### src/rtl/keypad_scanner.sv
// 4x4 matrix keypad scanner: drives rows one at a time, debounces presses and
// releases on a slow scan tick, and hands confirmed key codes over a valid/ready pair.
module keypad_scanner #(
  parameter int F_CLK          = 50000000,
  parameter int F_SCAN         = 1000,
  parameter int DEBOUNCE_TICKS = 20
) (
  input  logic       i_clk,
  input  logic       i_rst_n,
  input  logic [3:0] i_col,
  input  logic       i_key_ready,
  output logic [3:0] o_row,
  output logic [3:0] o_key_code,
  output logic       o_key_valid,
  output logic       o_key_held,
  output logic       o_overrun
);

  localparam int TP = F_CLK / F_SCAN;
  localparam int TW = (TP > 1) ? $clog2(TP) : 1;
  localparam int DW = $clog2(DEBOUNCE_TICKS + 1);
  localparam logic [TW-1:0] TP_LAST  = TW'(TP - 1);
  localparam logic [DW-1:0] DEB_LAST = DW'(DEBOUNCE_TICKS - 1);

  localparam logic [1:0] S_SCAN      = 2'd0;
  localparam logic [1:0] S_DEB_PRESS = 2'd1;
  localparam logic [1:0] S_HELD      = 2'd2;
  localparam logic [1:0] S_DEB_REL   = 2'd3;

  logic [3:0]    r_sync1;
  logic [3:0]    r_sync2;
  logic [TW-1:0] r_tick_cnt;
  logic [1:0]    r_state;
  logic [DW-1:0] r_deb_cnt;
  logic [3:0]    r_row;
  logic [1:0]    r_row_idx;
  logic [1:0]    r_key_row;
  logic [1:0]    r_key_col;
  logic [3:0]    r_key_code;
  logic          r_key_valid;
  logic          r_key_held;
  logic          r_overrun;

  logic          w_tick;
  logic          w_any_low;
  logic [1:0]    w_low_col;
  logic          w_deb_done;
  logic          w_take;

  function automatic logic [1:0] lowest_low(input logic [3:0] cols);
    logic [1:0] idx;
    if (!cols[0]) begin
      idx = 2'd0;
    end else if (!cols[1]) begin
      idx = 2'd1;
    end else if (!cols[2]) begin
      idx = 2'd2;
    end else begin
      idx = 2'd3;
    end
    return idx;
  endfunction

  assign w_tick     = (r_tick_cnt == TP_LAST);
  assign w_any_low  = (r_sync2 != 4'hF);
  assign w_low_col  = lowest_low(r_sync2);
  assign w_deb_done = (r_deb_cnt == DEB_LAST);
  assign w_take     = r_key_valid && i_key_ready;

  // Column synchronizer and scan-tick divider.
  always_ff @(posedge i_clk) begin
    if (!i_rst_n) begin
      r_sync1    <= 4'hF;
      r_sync2    <= 4'hF;
      r_tick_cnt <= '0;
    end else begin
      r_sync1    <= i_col;
      r_sync2    <= r_sync1;
      r_tick_cnt <= w_tick ? '0 : r_tick_cnt + TW'(1);
    end
  end

  // Scan/debounce FSM together with the key handoff registers.
  always_ff @(posedge i_clk) begin
    if (!i_rst_n) begin
      r_state     <= S_SCAN;
      r_deb_cnt   <= '0;
      r_row       <= 4'b1110;
      r_row_idx   <= 2'd0;
      r_key_row   <= 2'd0;
      r_key_col   <= 2'd0;
      r_key_code  <= 4'd0;
      r_key_valid <= 1'b0;
      r_key_held  <= 1'b0;
      r_overrun   <= 1'b0;
    end else begin
      // A confirm later in this block overrides the handshake clear.
      if (w_take) begin
        r_key_valid <= 1'b0;
      end
      if (w_tick) begin
        case (r_state)
          S_SCAN: begin
            if (!w_any_low) begin
              r_row     <= {r_row[2:0], r_row[3]};
              r_row_idx <= r_row_idx + 2'd1;
            end else begin
              r_key_row <= r_row_idx;
              r_key_col <= w_low_col;
              r_deb_cnt <= '0;
              r_state   <= S_DEB_PRESS;
            end
          end
          S_DEB_PRESS: begin
            if (w_any_low && (w_low_col == r_key_col)) begin
              if (w_deb_done) begin
                r_state    <= S_HELD;
                r_key_held <= 1'b1;
                if (!r_key_valid || i_key_ready) begin
                  r_key_code  <= {r_key_row, r_key_col};
                  r_key_valid <= 1'b1;
                end else begin
                  r_overrun <= 1'b1;
                end
              end else begin
                r_deb_cnt <= r_deb_cnt + DW'(1);
              end
            end else begin
              r_deb_cnt <= '0;
              r_state   <= S_SCAN;
            end
          end
          S_HELD: begin
            if (!w_any_low) begin
              r_deb_cnt <= '0;
              r_state   <= S_DEB_REL;
            end
          end
          S_DEB_REL: begin
            if (!w_any_low) begin
              if (w_deb_done) begin
                r_key_held <= 1'b0;
                r_row      <= {r_row[2:0], r_row[3]};
                r_row_idx  <= r_row_idx + 2'd1;
                r_state    <= S_SCAN;
              end else begin
                r_deb_cnt <= r_deb_cnt + DW'(1);
              end
            end else begin
              r_state <= S_HELD;
            end
          end
          default: begin
            r_state <= S_SCAN;
          end
        endcase
      end
    end
  end

  assign o_row       = r_row;
  assign o_key_code  = r_key_code;
  assign o_key_valid = r_key_valid;
  assign o_key_held  = r_key_held;
  assign o_overrun   = r_overrun;

endmodule

### config.mk
export PLATFORM = sky130hd
export DESIGN_NAME = keypad_scanner
export DESIGN_NICKNAME = d
export VERILOG_FILES = /design/src/rtl/keypad_scanner.sv
export SDC_FILE = /design/constraint.sdc
export NUM_CORES = 1
export LEC_CHECK = 0
export ABC_AREA = 1
export ABC_CLOCK_PERIOD_IN_PS = 1900
export CORE_ASPECT_RATIO = 0.6
export CORE_UTILIZATION = 38
export DETAILED_ROUTE_END_ITERATION = 6
export GPL_ROUTABILITY_DRIVEN = 0
export PLACE_DENSITY = 0.52
export SKIP_CTS_REPAIR_TIMING = 1
export SYNTH_ARGS = -nofsm -noshare
export SYNTH_HDL_FRONTEND = slang
export SYNTH_SLANG_ARGS = --single-unit
export TNS_END_PERCENT = 100
### constraint.sdc
create_clock -name i_clk -period 1.9 [get_ports i_clk]
set_clock_uncertainty 0.1 [all_clocks]
set_input_delay 0.285 -clock i_clk [delete_from_list [all_inputs] [get_ports i_clk]]
set_output_delay 0.285 -clock i_clk [all_outputs]
set_load 0.02 [all_outputs]
==> metrics.md, run 1 <==
| Metric | Value |
|---|---|
| Final Max Slew Viols | 0 |
| Routed wl met3 | 268 um |
| # DRC | 0 |
| Num rows | 22 |
| Dpl ws | 0.130 ns |
| Leading area contributor after synthesis | dfxtp_1 |
| I/O pin total | 18 |
| Avg Vias per Cell | 4.54 |
| Core Util, Final | 47.2% |
| P_leak | 1.23 nW |
| Largest cells by area after synthesis | dfxtp_1 (38%), nand2_1 (13%), inv_1 (7.6%), nor2_1 (5.5%), nand3_1 (5.3%) |
| Max FO, Critical Path | 7 |
| Clk slew on worst S/H paths | 0.09 ns |
| Top cells by instance count after synthesis | nand2_1 (86), inv_1 (51), dfxtp_1 (48) |
| CTS tree | done |
| Die width | 107 um |
| Setup_tns | 0 ns |
| Setup crit end kind | register |
| I/O Buffers | 17 |
| Final Power | 1.76 mW |
| Post-synth net total | 367 |
| WL met2 | 1760 um |
| Layout Nets | 393 |
| Status | completed |
| Final Instance Area | 2960 sq um |
| Worst vdd ir | 0.259 mV |
| Cells after synthesis | 358 |
| Skew-Pair Late Insertion Delay | 0.30 ns |
| Share of cells above drive strength 1 | 18.4% |
| Max Cap Viol | 0 |
| ANT cells | 0 |
| Number of synthesis warnings | 0 |
| Detail Route Antenna Nets | 0 |
| Count of different cell masters after synthesis | 35 |
| Die ar. | 7010 sq um |
| Final worst path period need | 1.75 ns |
| Cell Area, Synth | 2530 sq um |
| Synthesis-stage register bit count | 48 |
| Met1 wire length | 3280 um |
| Clock Sinks | 48 |
| Drt pass-1 iters | 4 |
| Total GRT Usage | 16.4% |
| Area post-placement | 2840 sq um |
| Worst EP arrival | 1.85 ns |
| Most instantiated library cell after synthesis | nand2_1 |
| Ys flop type | dfxtp_1 |
| EDFF count, synth | 0 |
| Endpoints failing hold | 0 |
| Die Span Y | 65.3 um |
| Finished Layout Cells | 469 |
| DP Wirelength | 4080 um |
| Via count | 2127 |
| Antenna violations before repair | 0 |
| Required @ worst endpoint | 2.00 ns |
| RSZ-0062 raised after global routing | false |
| Clock H-tree levels | 2 |
| Async S/R FF share, synth | 0% |
| CP max stage cell | dfxtp_1 |
| CTS root buffer | clkbuf_8 |
| Inst Count DP | 460 |
| Worst path cell trace | ha_2 > nand3_4 > nor2_4 > nand4_2 > nor2_4 > buf_4 > nand2_1 > nand2_1 > nor2_1 |
| Final setup margin | 0.150 ns |
| Hold WS | 0.322 ns |
| First-pass GRT wire length | 8760 um |
| Post-Route WL | 5340 um |
| Post-synth top area share | 37.9% |
| Area grow syn2layout | 16.9% |
| Syn_area_per_cell | 7.08 sq um |
| Worst path max stage delay | 0.35 ns |
| DR iter-0 viols | 98 |
| Kind of critical path | reg -> reg |
| Pwr per Cell Area | 593 nW/um^2 |
| Clock buffer depth | 2 |
| Largest net degree at the start of global routing | 17 |
| Uppermost layer routed | met4 |
| Wirelength per Cell | 11.4 um |
| Starting Density | 40.4% |
| Core Area | 6280 sq um |
| Final setup fails | 0 |
| Worst-Margin Slew | 0.452 ns |
| Hold crit path type | reg -> reg |
| Fin crit share | 92.1% |
| Sequential share of the synthesized area | 37.9% |
| Total grt overflow | 0 |
| Type of origin of the critical path | register |
| CTS Buf Count | 5 |
| Vias in the first global route | 1814 |
| Max Freq | 0.572 GHz |
| Max_slew headroom | 69.7% |
==> per-layer routing <==
metal	up-vias	GRT usage, %
met5	-	0
met4	0	3.94
met3	2	3.67
met2	35	20.1
met1	915	27.2
li1	1175	-
==> report_power, final <==
| group | internal (mW) | total, mW | leakage, nW | switching (mW) |
|---|---|---|---|---|
| Combinational | 0.0454 | 0.108 | 0.795 | 0.0621 |
| Clock | 0.261 | 0.623 | 0.0404 | 0.362 |
| Sequential | 1.02 | 1.03 | 0.389 | 0.00777 |
==> critical path, delay by kind of cell (launching register included) <==
family / cells / cell delay [ns]
fa+ha+maj: 1 / 0.22
buf+inv: 1 / 0.14
flops: 1 / 0.35
simple gates: 7 / 0.85
==> registers in the layout, indices dropped and copies added, names as in the netlist <==
name / count
o_key_code: 4
o_key_held: 1
o_key_valid: 1
o_overrun: 1
o_row: 4
r_deb_cnt: 5
r_key_col: 2
r_key_row: 2
r_row_idx: 2
r_state: 2
r_sync1: 4
r_sync2: 4
r_tick_cnt: 16
==> logic make-up after synthesis <==
kind of cell / Yosys count / synth area share (%)
fa+ha+maj: 2 / 0.987
xor+xnor: 4 / 1.38
buf+inv: 63 / 9.68
compound gates: 34 / 7.95
simple gates: 207 / 42.1
flops: 48 / 37.9
==> final timing paths <==
check                      from            end  slack (ns)  cells past startpoint
setup reg to reg  r_tick_cnt[1]   r_deb_cnt[3]        0.15                      9
hold reg to reg   r_tick_cnt[0]  r_tick_cnt[0]        0.32                      1
hold / removal    r_tick_cnt[0]  r_tick_cnt[0]        0.32                      1
setup / recovery  r_tick_cnt[1]   r_deb_cnt[3]        0.15                      9
==> layout make-up <==
type	count	area [sq um]
multi-input combinational	247	1350
sequential	48	962
inverter	57	214
clock inverter	3	23.8
clock buffer	5	68.8
tap	84	105
fill	640	3310
timing repair buffer	25	243
==> cells in the final DEF, fill, tap and decap left out, types with 8 or more instances in the layout <==
cell type / count
nand2_1: 86
inv_1: 51
dfxtp_1: 47
nor2_1: 37
nand3_1: 27
a21oi_1: 20
clkdlybuf4s50_1: 17
or2_2: 9
nand2_2: 8
(Power assumes the default switching activity.)
==> run 2, diff against run 1 <==
- CORE_UTILIZATION: 38 -> 45
- PLACE_DENSITY: 0.52 -> 0.6
- SLEW_MARGIN: unset -> 20
==> metrics.md, run 2 (synthesis gave the netlist of run 1 again) <==
| Metric | Value |
|---|---|
| Status | completed (unchanged) |
| DP Wirelength | 3970 um (was 4080 um) |
| Via count | 2137 (was 2127) |
| Hold WS | 0.318 ns (was 0.322 ns) |
| Worst EP arrival | 1.84 ns (was 1.85 ns) |
| Commonest non-fill, non-tap cells in the layout | nand2_1 (86), inv_1 (51), dfxtp_1 (48) (was nand2_1 (86), inv_1 (51), dfxtp_1 (47)) |
| CTS tree | done (unchanged) |
| Worst vdd ir | 0.306 mV (was 0.259 mV) |
| WL met2 | 1760 um (about the same) |
| Fillers | 528 (was 640) |
| Core Area | 5230 sq um (was 6280 sq um) |
| Net Switching | 0.428 mW (was 0.431 mW) |
| Max_slew headroom | 67.8% (was 69.7%) |
| Routed wl met3 | 212 um (was 268 um) |
| Max Freq | 0.575 GHz (was 0.572 GHz) |
| Starting Density | 48.4% (was 40.4%) |
| Die width | 98.9 um (was 107 um) |
| Max reg flops | 16 (unchanged) |
| Post-Route WL | 5110 um (was 5340 um) |
| Max Cap Viol | 0 (unchanged) |
| Detail Route Antenna Nets | 0 (unchanged) |
| Setup crit end kind | register (unchanged) |
| Pwr per Cell Area | 602 nW/um^2 (was 593 nW/um^2) |
| Core Util, Final | 55.7% (was 47.2%) |
| First-pass GRT wire length | 8710 um (was 8760 um) |
| Final worst path period need | 1.74 ns (was 1.75 ns) |
| Met1 wire length | 3100 um (was 3280 um) |
| I/O pin total | 18 (unchanged) |
| Leading cell type in the layout, fill and taps excluded | nand2_1 (unchanged) |
| I/O Buffers | 17 (unchanged) |
| Type of origin of the critical path | register (unchanged) |
| Worst-Margin Slew | 0.482 ns (was 0.452 ns) |
| Critical R2R Launch | r_tick_cnt[0] (was r_tick_cnt[1]) |
| Setup_tns | 0 ns (unchanged) |
| Die Span Y | 60.1 um (was 65.3 um) |
| Avg Vias per Cell | 4.76 (was 4.54) |
| Num rows | 20 (was 22) |
| Fin crit share | 91.5% (was 92.1%) |
| # DRC | 0 (unchanged) |
| Area grow syn2layout | 15.0% (was 16.9%) |
| Comb power frac | 6.1% (about the same) |
| Largest registers | r_tick_cnt: 16 flops, r_deb_cnt: 5 flops (unchanged) |
| Critical path origin | r_tick_cnt[0] (was r_tick_cnt[1]) |
| Die ar. | 5940 sq um (was 7010 sq um) |
| Int Power | 1.32 mW (was 1.33 mW) |
| Final Max Slew Viols | 0 (unchanged) |
| Skew-Pair Late Insertion Delay | 0.30 ns (about the same) |
| Total GRT Usage | 19.1% (was 16.4%) |
| Clock Sinks | 48 (unchanged) |
| Final setup margin | 0.161 ns (was 0.150 ns) |
| Layout Nets | 391 (was 393) |
| Capture point of the worst reg-to-reg path | r_state[0] (was r_deb_cnt[3]) |
| Sequential share of power | 58.5% (was 58.4%) |
| Clock buffer depth | 2 (unchanged) |
| Clk network pwr share | 35.4% (about the same) |
| Final setup fails | 0 (unchanged) |
| RSZ-0062 raised after global routing | false (unchanged) |
| Switch share | 24.4% (was 24.6%) |
| Wirelength per Cell | 11.4 um (about the same) |
| Antenna violations before repair | 0 (unchanged) |
| Dpl ws | 0.175 ns (was 0.130 ns) |
| P_leak | 1.22 nW (was 1.23 nW) |
| Kind of critical path | reg -> reg (unchanged) |
| Total grt overflow | 0 (unchanged) |
| Reg2reg setup slack | 0.16 ns (was 0.15 ns) |
| Max FO, Critical Path | 5 (was 7) |
| Share of cells above drive strength 1 | 17.5% (was 18.4%) |
| CTS Buf Count | 5 (unchanged) |
| Required @ worst endpoint | 2.00 ns (about the same) |
| ANT cells | 0 (unchanged) |
| R2R depth | 8 (was 9) |
| Largest net degree at the start of global routing | 17 (unchanged) |
| Drt pass-1 iters | 4 (unchanged) |
| Setup crit end | r_state[0] (was r_deb_cnt[3]) |
| DR iter-0 viols | 93 (was 98) |
| Hold crit path type | reg -> reg (unchanged) |
| Clk slew on worst S/H paths | 0.09 ns (about the same) |
| CTS root buffer | clkbuf_8 (unchanged) |
| Vias in the first global route | 1835 (was 1814) |
| Most flop-heavy register | r_tick_cnt (unchanged) |
| Uppermost layer routed | met4 (unchanged) |
| Endpoints failing hold | 0 (unchanged) |
| Clock H-tree levels | 2 (unchanged) |
[run 2: worst min path at each step]
stage | start | endpoint | slack [ns] | cells after the start
2_1_floorplan | i_col[0] | r_sync1[0] | 0.29 | 1
3_3_place_gp | r_sync1[3] | r_sync2[3] | 0.30 | 1
3_5_place_dp | r_sync1[1] | r_sync2[1] | 0.30 | 1
4_1_cts | r_sync1[1] | r_sync2[1] | 0.32 | 1
5_1_grt | r_sync1[1] | r_sync2[1] | 0.33 | 1
6_report | r_sync1[1] | r_sync2[1] | 0.32 | 1
[run 2: final cells by class]
| cell class | instances | area [sq um] | share of cell area, % |
|---|---|---|---|
| clock buffers | 5 | 68.8 | 2.36 |
| multi-input cells | 247 | 1340 | 45.8 |
| well taps | 66 | 82.6 | 2.84 |
| repair buffers | 23 | 228 | 7.82 |
| clock inverters | 3 | 23.8 | 0.816 |
| inverters | 57 | 214 | 7.35 |
| flip-flops and latches | 48 | 961 | 33.0 |
[run 2: through the flow]
stage	power (mW)	instances	cell area, sq um
after global routing	1.83	449	2910
after detailed placement	1.16	441	2810
after floorplan	1.12	358	2530
after CTS	1.77	449	2910
after global placement	1.16	441	2810
final	1.75	449	2910
[run 2: per-layer routing]
layer | up-vias | GRT usage, %
met4 | 0 | 3.84
met2 | 40 | 25.1
met3 | 4 | 4.33
met1 | 929 | 30.4
met5 | - | 0
li1 | 1164 | -
[run 2: power by group through the flow]
stage / registers, mW / logic (mW) / clock network (mW)
after floorplan: 1.05 / 0.0753 / 0
after global placement: 1.05 / 0.107 / 0
after detailed placement: 1.05 / 0.108 / 0
after CTS: 1.03 / 0.108 / 0.638
after global routing: 1.03 / 0.119 / 0.686
final: 1.03 / 0.107 / 0.620
[run 2: critical path, stage by stage (launching register included)]
cell and delay, ns:
dfxtp_1 0.37, ha_1 0.21, nand3_2 0.16, nor2_4 0.19, nand4_2 0.16, nor2_1 0.23, nand3_1 0.10, nand2_1 0.07
nor2_1 0.04
